==> src/rtl/mips_ctrl_pkg.sv <==
// Shared definitions for the multicycle MIPS main control FSM.
// Covers opcodes, state encoding, ALU/mux select codes and the control vector.
package mips_ctrl_pkg;

   localparam logic [5:0] OP_RTYPE = 6'b000000;
   localparam logic [5:0] OP_LW    = 6'b100011;
   localparam logic [5:0] OP_SW    = 6'b101011;
   localparam logic [5:0] OP_BEQ   = 6'b000100;
   localparam logic [5:0] OP_BNE   = 6'b000101;
   localparam logic [5:0] OP_ADDI  = 6'b001000;
   localparam logic [5:0] OP_ORI   = 6'b001101;
   localparam logic [5:0] OP_J     = 6'b000010;

   localparam logic [1:0] ALUOP_ADD   = 2'b00;
   localparam logic [1:0] ALUOP_SUB   = 2'b01;
   localparam logic [1:0] ALUOP_FUNCT = 2'b10;
   localparam logic [1:0] ALUOP_OR    = 2'b11;

   localparam logic [1:0] SRCB_REG     = 2'b00;
   localparam logic [1:0] SRCB_FOUR    = 2'b01;
   localparam logic [1:0] SRCB_IMM     = 2'b10;
   localparam logic [1:0] SRCB_IMM_SH2 = 2'b11;

   localparam logic [1:0] PCSRC_ALU    = 2'b00;
   localparam logic [1:0] PCSRC_ALUOUT = 2'b01;
   localparam logic [1:0] PCSRC_JUMP   = 2'b10;

   // Encodings 12..15 are unused and fall back to FETCH with all outputs low.
   typedef enum logic [3:0] {
      S_FETCH  = 4'd0,
      S_DECODE = 4'd1,
      S_MEMADR = 4'd2,
      S_MEMRD  = 4'd3,
      S_MEMWB  = 4'd4,
      S_MEMWR  = 4'd5,
      S_EXEC   = 4'd6,
      S_ALUWB  = 4'd7,
      S_BRANCH = 4'd8,
      S_IMMEX  = 4'd9,
      S_IMMWB  = 4'd10,
      S_JUMP   = 4'd11
   } state_t;

   typedef struct packed {
      logic       irwrite;
      logic       pcwrite;
      logic       branch;
      logic       branch_ne;
      logic       iord;
      logic       memwrite;
      logic       memtoreg;
      logic       regdst;
      logic       regwrite;
      logic       alusrca;
      logic [1:0] alusrcb;
      logic       zext;
      logic [1:0] pcsrc;
      logic [1:0] aluop;
      logic       illegal_op;
   } ctrl_t;

   function automatic logic op_is_known(input logic [5:0] opcode);
      case (opcode)
         OP_RTYPE, OP_LW, OP_SW, OP_BEQ, OP_BNE, OP_ADDI, OP_ORI, OP_J: return 1'b1;
         default: return 1'b0;
      endcase
   endfunction

endpackage

==> src/rtl/multicycle_main_fsm_if.sv <==
// Control bus between the main FSM (master) and the multicycle datapath (slave).
interface multicycle_main_fsm_if #(
   parameter int OP_W    = 6,
   parameter int ALUOP_W = 2
);
   logic [OP_W-1:0]    op;
   logic               zero;
   logic               mem_ready;
   logic               irwrite;
   logic               pcwrite;
   logic               pcen;
   logic               branch;
   logic               branch_ne;
   logic               iord;
   logic               memwrite;
   logic               memtoreg;
   logic               regdst;
   logic               regwrite;
   logic               alusrca;
   logic [1:0]         alusrcb;
   logic               zext;
   logic [1:0]         pcsrc;
   logic [ALUOP_W-1:0] aluop;
   logic               illegal_op;

   modport master (
      input  op, zero, mem_ready,
      output irwrite, pcwrite, pcen, branch, branch_ne, iord, memwrite, memtoreg,
             regdst, regwrite, alusrca, alusrcb, zext, pcsrc, aluop, illegal_op
   );

   modport slave (
      output op, zero, mem_ready,
      input  irwrite, pcwrite, pcen, branch, branch_ne, iord, memwrite, memtoreg,
             regdst, regwrite, alusrca, alusrcb, zext, pcsrc, aluop, illegal_op
   );
endinterface

==> src/rtl/main_fsm_outdec.sv <==
// Moore output decode: current state (plus op / mem_ready where needed) to control vector.
module main_fsm_outdec
   import mips_ctrl_pkg::*;
#(
   parameter int OP_W = 6
) (
   input  state_t          state,
   input  logic [OP_W-1:0] op,
   input  logic            mem_ready,
   output ctrl_t           ctrl
);

   always_comb begin
      ctrl = '0;
      case (state)
         S_FETCH: begin
            ctrl.alusrcb = SRCB_FOUR;
            ctrl.aluop   = ALUOP_ADD;
            ctrl.pcsrc   = PCSRC_ALU;
            ctrl.irwrite = mem_ready;
            ctrl.pcwrite = mem_ready;
         end
         S_DECODE: begin
            ctrl.alusrcb    = SRCB_IMM_SH2;
            ctrl.aluop      = ALUOP_ADD;
            ctrl.illegal_op = ~op_is_known(op);
         end
         S_MEMADR: begin
            ctrl.alusrca = 1'b1;
            ctrl.alusrcb = SRCB_IMM;
            ctrl.aluop   = ALUOP_ADD;
         end
         S_MEMRD: ctrl.iord = 1'b1;
         S_MEMWB: begin
            ctrl.memtoreg = 1'b1;
            ctrl.regwrite = 1'b1;
         end
         S_MEMWR: begin
            ctrl.iord     = 1'b1;
            ctrl.memwrite = 1'b1;
         end
         S_EXEC: begin
            ctrl.alusrca = 1'b1;
            ctrl.alusrcb = SRCB_REG;
            ctrl.aluop   = ALUOP_FUNCT;
         end
         S_ALUWB: begin
            ctrl.regdst   = 1'b1;
            ctrl.regwrite = 1'b1;
         end
         S_BRANCH: begin
            ctrl.alusrca   = 1'b1;
            ctrl.alusrcb   = SRCB_REG;
            ctrl.aluop     = ALUOP_SUB;
            ctrl.pcsrc     = PCSRC_ALUOUT;
            ctrl.branch    = (op == OP_BEQ);
            ctrl.branch_ne = (op == OP_BNE);
         end
         S_IMMEX: begin
            ctrl.alusrca = 1'b1;
            ctrl.alusrcb = SRCB_IMM;
            // ORI needs a zero-extended immediate; ADDI keeps sign extension.
            if (op == OP_ORI) begin
               ctrl.aluop = ALUOP_OR;
               ctrl.zext  = 1'b1;
            end else begin
               ctrl.aluop = ALUOP_ADD;
            end
         end
         S_IMMWB: ctrl.regwrite = 1'b1;
         S_JUMP: begin
            ctrl.pcsrc   = PCSRC_JUMP;
            ctrl.pcwrite = 1'b1;
         end
         default: ;
      endcase
   end

endmodule

==> src/rtl/multicycle_main_fsm.sv <==
// Multicycle MIPS main control FSM: state register, next-state logic, pcen and optional
// retired-instruction counter (enabled by defining MAIN_FSM_PERF_CNT_EN).
module multicycle_main_fsm
   import mips_ctrl_pkg::*;
#(
   parameter int OP_W    = 6,
   parameter int ALUOP_W = 2,
   parameter int CNT_W   = 32
) (
   input  logic                 clk,
   input  logic                 reset,
   multicycle_main_fsm_if.master bus
`ifdef MAIN_FSM_PERF_CNT_EN
   ,
   output logic [CNT_W-1:0]     instr_retired
`endif
);

   state_t state_q, state_d;
   ctrl_t  ctrl;

   main_fsm_outdec #(.OP_W(OP_W)) u_outdec (
      .state     (state_q),
      .op        (bus.op),
      .mem_ready (bus.mem_ready),
      .ctrl      (ctrl)
   );

   always_comb begin
      state_d = S_FETCH;
      case (state_q)
         S_FETCH:  state_d = bus.mem_ready ? S_DECODE : S_FETCH;
         S_DECODE: begin
            case (bus.op)
               OP_RTYPE:        state_d = S_EXEC;
               OP_LW, OP_SW:    state_d = S_MEMADR;
               OP_BEQ, OP_BNE:  state_d = S_BRANCH;
               OP_ADDI, OP_ORI: state_d = S_IMMEX;
               OP_J:            state_d = S_JUMP;
               default:         state_d = S_FETCH;
            endcase
         end
         S_MEMADR: state_d = (bus.op == OP_LW) ? S_MEMRD : S_MEMWR;
         S_MEMRD:  state_d = bus.mem_ready ? S_MEMWB : S_MEMRD;
         S_MEMWR:  state_d = bus.mem_ready ? S_FETCH : S_MEMWR;
         S_EXEC:   state_d = S_ALUWB;
         S_IMMEX:  state_d = S_IMMWB;
         default:  state_d = S_FETCH;
      endcase
   end

   always_ff @(posedge clk or posedge reset) begin
      if (reset) state_q <= S_FETCH;
      else       state_q <= state_d;
   end

   assign bus.irwrite    = ctrl.irwrite;
   assign bus.pcwrite    = ctrl.pcwrite;
   assign bus.pcen       = ctrl.pcwrite | (ctrl.branch & bus.zero) | (ctrl.branch_ne & ~bus.zero);
   assign bus.branch     = ctrl.branch;
   assign bus.branch_ne  = ctrl.branch_ne;
   assign bus.iord       = ctrl.iord;
   assign bus.memwrite   = ctrl.memwrite;
   assign bus.memtoreg   = ctrl.memtoreg;
   assign bus.regdst     = ctrl.regdst;
   assign bus.regwrite   = ctrl.regwrite;
   assign bus.alusrca    = ctrl.alusrca;
   assign bus.alusrcb    = ctrl.alusrcb;
   assign bus.zext       = ctrl.zext;
   assign bus.pcsrc      = ctrl.pcsrc;
   assign bus.aluop      = ALUOP_W'(ctrl.aluop);
   assign bus.illegal_op = ctrl.illegal_op;

`ifdef MAIN_FSM_PERF_CNT_EN
   logic             retire;
   logic [CNT_W-1:0] cnt_q, cnt_d;

   // An illegal-opcode return leaves DECODE, so it never counts as a retirement.
   always_comb begin
      retire = 1'b0;
      case (state_q)
         S_MEMWB, S_ALUWB, S_BRANCH, S_IMMWB, S_JUMP: retire = 1'b1;
         S_MEMWR: retire = bus.mem_ready;
         default: ;
      endcase
      cnt_d = retire ? cnt_q + CNT_W'(1) : cnt_q;
   end

   always_ff @(posedge clk or posedge reset) begin
      if (reset) cnt_q <= '0;
      else       cnt_q <= cnt_d;
   end

   assign instr_retired = cnt_q;
`else
   logic cnt_w_unused;
   assign cnt_w_unused = (CNT_W > 0);
`endif

endmodule

==> src/flat_wrapper.sv <==
// flat-port wrapper written by rule: the top's interface ports become plain ports
module multicycle_main_fsm_flat import mips_ctrl_pkg::*;
#(
   parameter int OP_W    = 6,
   parameter int ALUOP_W = 2,
   parameter int CNT_W   = 32
)
  (clk, reset, bus_op, bus_zero, bus_mem_ready, bus_irwrite, bus_pcwrite, bus_pcen, bus_branch, bus_branch_ne, bus_iord, bus_memwrite, bus_memtoreg, bus_regdst, bus_regwrite, bus_alusrca, bus_alusrcb, bus_zext, bus_pcsrc, bus_aluop, bus_illegal_op);
  multicycle_main_fsm_if #(.OP_W(OP_W), .ALUOP_W(ALUOP_W)) bus_i ();
  input  logic clk;
  input  logic reset;
  input wire logic [$bits(bus_i.op)-1:0] bus_op;
  input wire logic [$bits(bus_i.zero)-1:0] bus_zero;
  input wire logic [$bits(bus_i.mem_ready)-1:0] bus_mem_ready;
  output wire logic [$bits(bus_i.irwrite)-1:0] bus_irwrite;
  output wire logic [$bits(bus_i.pcwrite)-1:0] bus_pcwrite;
  output wire logic [$bits(bus_i.pcen)-1:0] bus_pcen;
  output wire logic [$bits(bus_i.branch)-1:0] bus_branch;
  output wire logic [$bits(bus_i.branch_ne)-1:0] bus_branch_ne;
  output wire logic [$bits(bus_i.iord)-1:0] bus_iord;
  output wire logic [$bits(bus_i.memwrite)-1:0] bus_memwrite;
  output wire logic [$bits(bus_i.memtoreg)-1:0] bus_memtoreg;
  output wire logic [$bits(bus_i.regdst)-1:0] bus_regdst;
  output wire logic [$bits(bus_i.regwrite)-1:0] bus_regwrite;
  output wire logic [$bits(bus_i.alusrca)-1:0] bus_alusrca;
  output wire logic [$bits(bus_i.alusrcb)-1:0] bus_alusrcb;
  output wire logic [$bits(bus_i.zext)-1:0] bus_zext;
  output wire logic [$bits(bus_i.pcsrc)-1:0] bus_pcsrc;
  output wire logic [$bits(bus_i.aluop)-1:0] bus_aluop;
  output wire logic [$bits(bus_i.illegal_op)-1:0] bus_illegal_op;
  assign bus_i.op = bus_op;
  assign bus_i.zero = bus_zero;
  assign bus_i.mem_ready = bus_mem_ready;
  assign bus_irwrite = bus_i.irwrite;
  assign bus_pcwrite = bus_i.pcwrite;
  assign bus_pcen = bus_i.pcen;
  assign bus_branch = bus_i.branch;
  assign bus_branch_ne = bus_i.branch_ne;
  assign bus_iord = bus_i.iord;
  assign bus_memwrite = bus_i.memwrite;
  assign bus_memtoreg = bus_i.memtoreg;
  assign bus_regdst = bus_i.regdst;
  assign bus_regwrite = bus_i.regwrite;
  assign bus_alusrca = bus_i.alusrca;
  assign bus_alusrcb = bus_i.alusrcb;
  assign bus_zext = bus_i.zext;
  assign bus_pcsrc = bus_i.pcsrc;
  assign bus_aluop = bus_i.aluop;
  assign bus_illegal_op = bus_i.illegal_op;
  multicycle_main_fsm #(.OP_W(OP_W), .ALUOP_W(ALUOP_W), .CNT_W(CNT_W)) u_core (.clk(clk), .reset(reset), .bus(bus_i));
endmodule
==> config.mk <==
export PLATFORM = sky130hd
export DESIGN_NAME = multicycle_main_fsm_flat
export DESIGN_NICKNAME = d
export VERILOG_FILES = /design/src/rtl/mips_ctrl_pkg.sv /design/src/rtl/multicycle_main_fsm_if.sv /design/src/rtl/main_fsm_outdec.sv /design/src/rtl/multicycle_main_fsm.sv /design/src/flat_wrapper.sv
export SDC_FILE = /design/constraint.sdc
export NUM_CORES = 1
export LEC_CHECK = 0
export ABC_AREA = 1
export ABC_CLOCK_PERIOD_IN_PS = 1800
export CAP_MARGIN = 30
export CORE_MARGIN = 4
export CORE_UTILIZATION = 42
export CTS_CLUSTER_SIZE = 14
export DETAILED_ROUTE_END_ITERATION = 16
export PLACE_DENSITY = 0.81
export SYNTH_ARGS = -nofsm -noshare
export SYNTH_HDL_FRONTEND = slang
export SYNTH_HIERARCHICAL = 1
export SYNTH_SLANG_ARGS = --single-unit
==> constraint.sdc <==
create_clock -name clk -period 1.8 [get_ports clk]
set_input_delay 0.45 -clock clk [delete_from_list [all_inputs] [get_ports clk]]
set_output_delay 0.45 -clock clk [all_outputs]
set_load 0.02 [all_outputs]
==> reports/metrics.cfg <==
[run_status]
status=complete, but fails checks
violations=setup timing

[placement]
place.gp.congestion=0.858
dp_hpwl_um=1900
placed_area_mm2=0.00118
portBuffers=28
place_inst=209

[worst_setup_path]
cp_cell_sequence=inv_2, nand2_4, buf_6, nor2_4, nand3b_1, nand2_1, buf_6
crit_type=reg2out
slowest_delay_ps=450
worstRegToRegCells=6
crit_fanout=4
critPathCaptureType=primary output
path_common_cell=buf_6
cp_data_required_time_ps=1350
reg2reg_slack_ps=550
reg2reg_to=u_core/state_q[3]
arrival_ps=1480
path_delay_family=flip-flops
worst_setup_path_start_kind=flop
worst-path-buf-inv=3
critPathSlowestCell=dfrtp_2
r2r-start=u_core/state_q[3]

[clock_network]
clock_path_buffers=2
clk_pin_slew_worst_paths_ps=40
clock_sinks=4
cts_inserted_buffers=3
cts_root_buf=clkbuf_4
insertion_delay_ps=250
htree_levels=1
cts_tree=done
cts_hold_buf=0

[routing]
firstDrtPassIters=4
ant_nets=0
drt_iter0_markers=30
routed_wl_um=2750
wl_per_cell_um=12.9
drc=0
via_per_inst=5.14
vias=1099

[logic_synthesis]
synthSimpleGateAreaFrac_pct=64.6
synth_top_family_by_area=simple AND/OR/NAND/NOR gates
synth_xor_area_share_pct=0
muxShareOfSynthArea_pct=0
seq_area_frac_synth_pct=14.5
syn_area_um2=692
syn_nets=152
synthAdderAreaFrac_pct=0
netlist_instances=142
synth-compound-area-share_pct=5.79
avgSynthCellArea_um2=4.87
synth_cell_types=15
synth_seq_cells=4
yosysWarningCount=6

[cells_and_area]
drive_above_1_share_pct=42.9
reg_top3=u_core/state_q (4)
design_area_mm2=0.00130
area_growth_pct=87.3
fill_cells=98
fin_cells=214
largest_register_ff_count=4
top_register=u_core/state_q
nets=210
seq_area_um2=103
num_antenna_cells=0
multi_input_area_um2=597

[global_routing]
grt_max_degree=9
grt_pass1_vias=984
grt_pass1_wl_um=4220
grt_usage_pct=22.2
overflow=0
antenna_found_initial=0

[floorplan]
dieArea_mm2=0.00236
start_util_pct=45.4
num_rows=14
die_h_um=48.6
core_area_mm2=0.00152
ios=29
die_x_um=48.6

[timing]
period_needed_ps=1930
clock.fmax_mhz=517
final_hold_viol_count=0
skew_ps=8.48
rsz0062_at_grt=true
fin_tns_setup_ps=-585
worst_pin_slew_ps=250
slew_viol_final=0
fin_crit_sh_pct=107
worst_slack_ps=-135
max_slew_margin_pct=83.3
setup_viol=12

[hold_path]
hold_path.class=in2async

[power]
p_seq_share_pct=12.7
p_int_uw=561
power_uw=1150
power_density_mw_per_mm2=890
p_sw_uw=593
p_clk_share_pct=10.0
vdd_drop_max_mv=0.697
combPwrFrac_pct=77.3
p_leak_uw=0.000730
swShare_pct=51.4

[run]
cap_violations=0

## metal layers
metal / vias to the layer above / track usage (%) / share of wire, %
li1: 554 / - / -
met1: 475 / 23.5 / 39
met2: 56 / 38.0 / 47
met3: 14 / 7.06 / 8.3
met4: 0 / 13.0 / 5.2
met5: - / 0 / 0
## worst register-to-register path: stages, from the launching register on
cell     delay (ps)
dfrtp_2         450
buf_4           170
nor2_2          230
nand3_1         110
nor2_1          110
nor2_1           50
nand2_1          60
## power groups by stage
stage | Combinational (uW) | Sequential [uW] | Clock (uW)
after floorplan | 369 | 153 | 0
after global placement | 751 | 126 | 0
after detailed placement | 768 | 128 | 0
after CTS | 775 | 132 | 122
after global routing | 957 | 150 | 138
final | 892 | 146 | 115
## how the worst max path moves through the flow
stage | from | depth (start not counted) | slack (ps) | end
after floorplan | u_core/state_q[1] | 5 | 20 | bus_pcen
after global placement | bus_op[5] | 9 | -770 | bus_pcen
after detailed placement | bus_op[5] | 9 | -810 | bus_pcen
after CTS | u_core/state_q[2] | 7 | -60 | bus_aluop[1]
after global routing | u_core/state_q[2] | 7 | -220 | bus_aluop[1]
final | u_core/state_q[2] | 7 | -130 | bus_aluop[1]
## metrics by stage
stage               hold slack (ps)  utilization, %  setup slack [ps]
floorplan                       216               -              21.4
global placement                635            77.3              -766
detailed placement              640            77.3              -806
CTS                             373            79.6             -62.1
global route                    381            85.1              -223
finish                          385            85.1              -135
## logic make-up (layout without fill, tap and decap cells)
kind of cell,after synthesis,in the layout
flops,4,4
compound gates,7,7
simple gates,103,103
buf+inv,28,84
## area by class of cell
| cell class | instances | area share (%) |
|---|---|---|
| inverters | 28 | 8.30 |
| multi-input cells | 110 | 46.0 |
| flip-flops and latches | 4 | 7.92 |
| repair buffers | 53 | 34.5 |
| well taps | 16 | 1.54 |
| clock buffers | 3 | 1.74 |
## synthesized netlist by cell type (all sizes together)
cell type  instances  share of area, %
dfrtp              4                14
o21ai              2               1.4
o22ai              2               1.8
nand2             38                21
nor3               1              0.72
a21oi              2               1.4
o211ai             1               1.1
nand3             19                14
nand4              2               1.8
nand3b             2               2.2
nor2              41                25
inv               28                15
## timing repair
action | in CTS | in global routing
setup buffers | 1 | 1
gates resized for setup | 123 | 25
pin swaps | 16 | 9
hold endpoints to repair | 0 | 0
endpoints found under the setup margin | 19 | 18
## layout by cell type (no fill, tap or decap), types with 2 or more instances in the layout
master           netlist  layout
nand2_1               36      34
buf_4                  0      26
inv_1                 25      23
nor2_1                34      23
nand3_1               19      18
buf_6                  0      12
nor2_2                 7      12
buf_2                  0       6
nor2_4                 0       6
inv_2                  3       4
clkbuf_4               0       3
clkdlybuf4s15_2        0       3
nand2_4                0       3
dlygate4sd2_1          0       2
clkdlybuf4s50_1        0       2
nand3b_1               2       2
nand4_1                2       2
dfrtp_1                4       2
dfrtp_2                0       2
No activity file was read; power rests on OpenSTA's default activity.
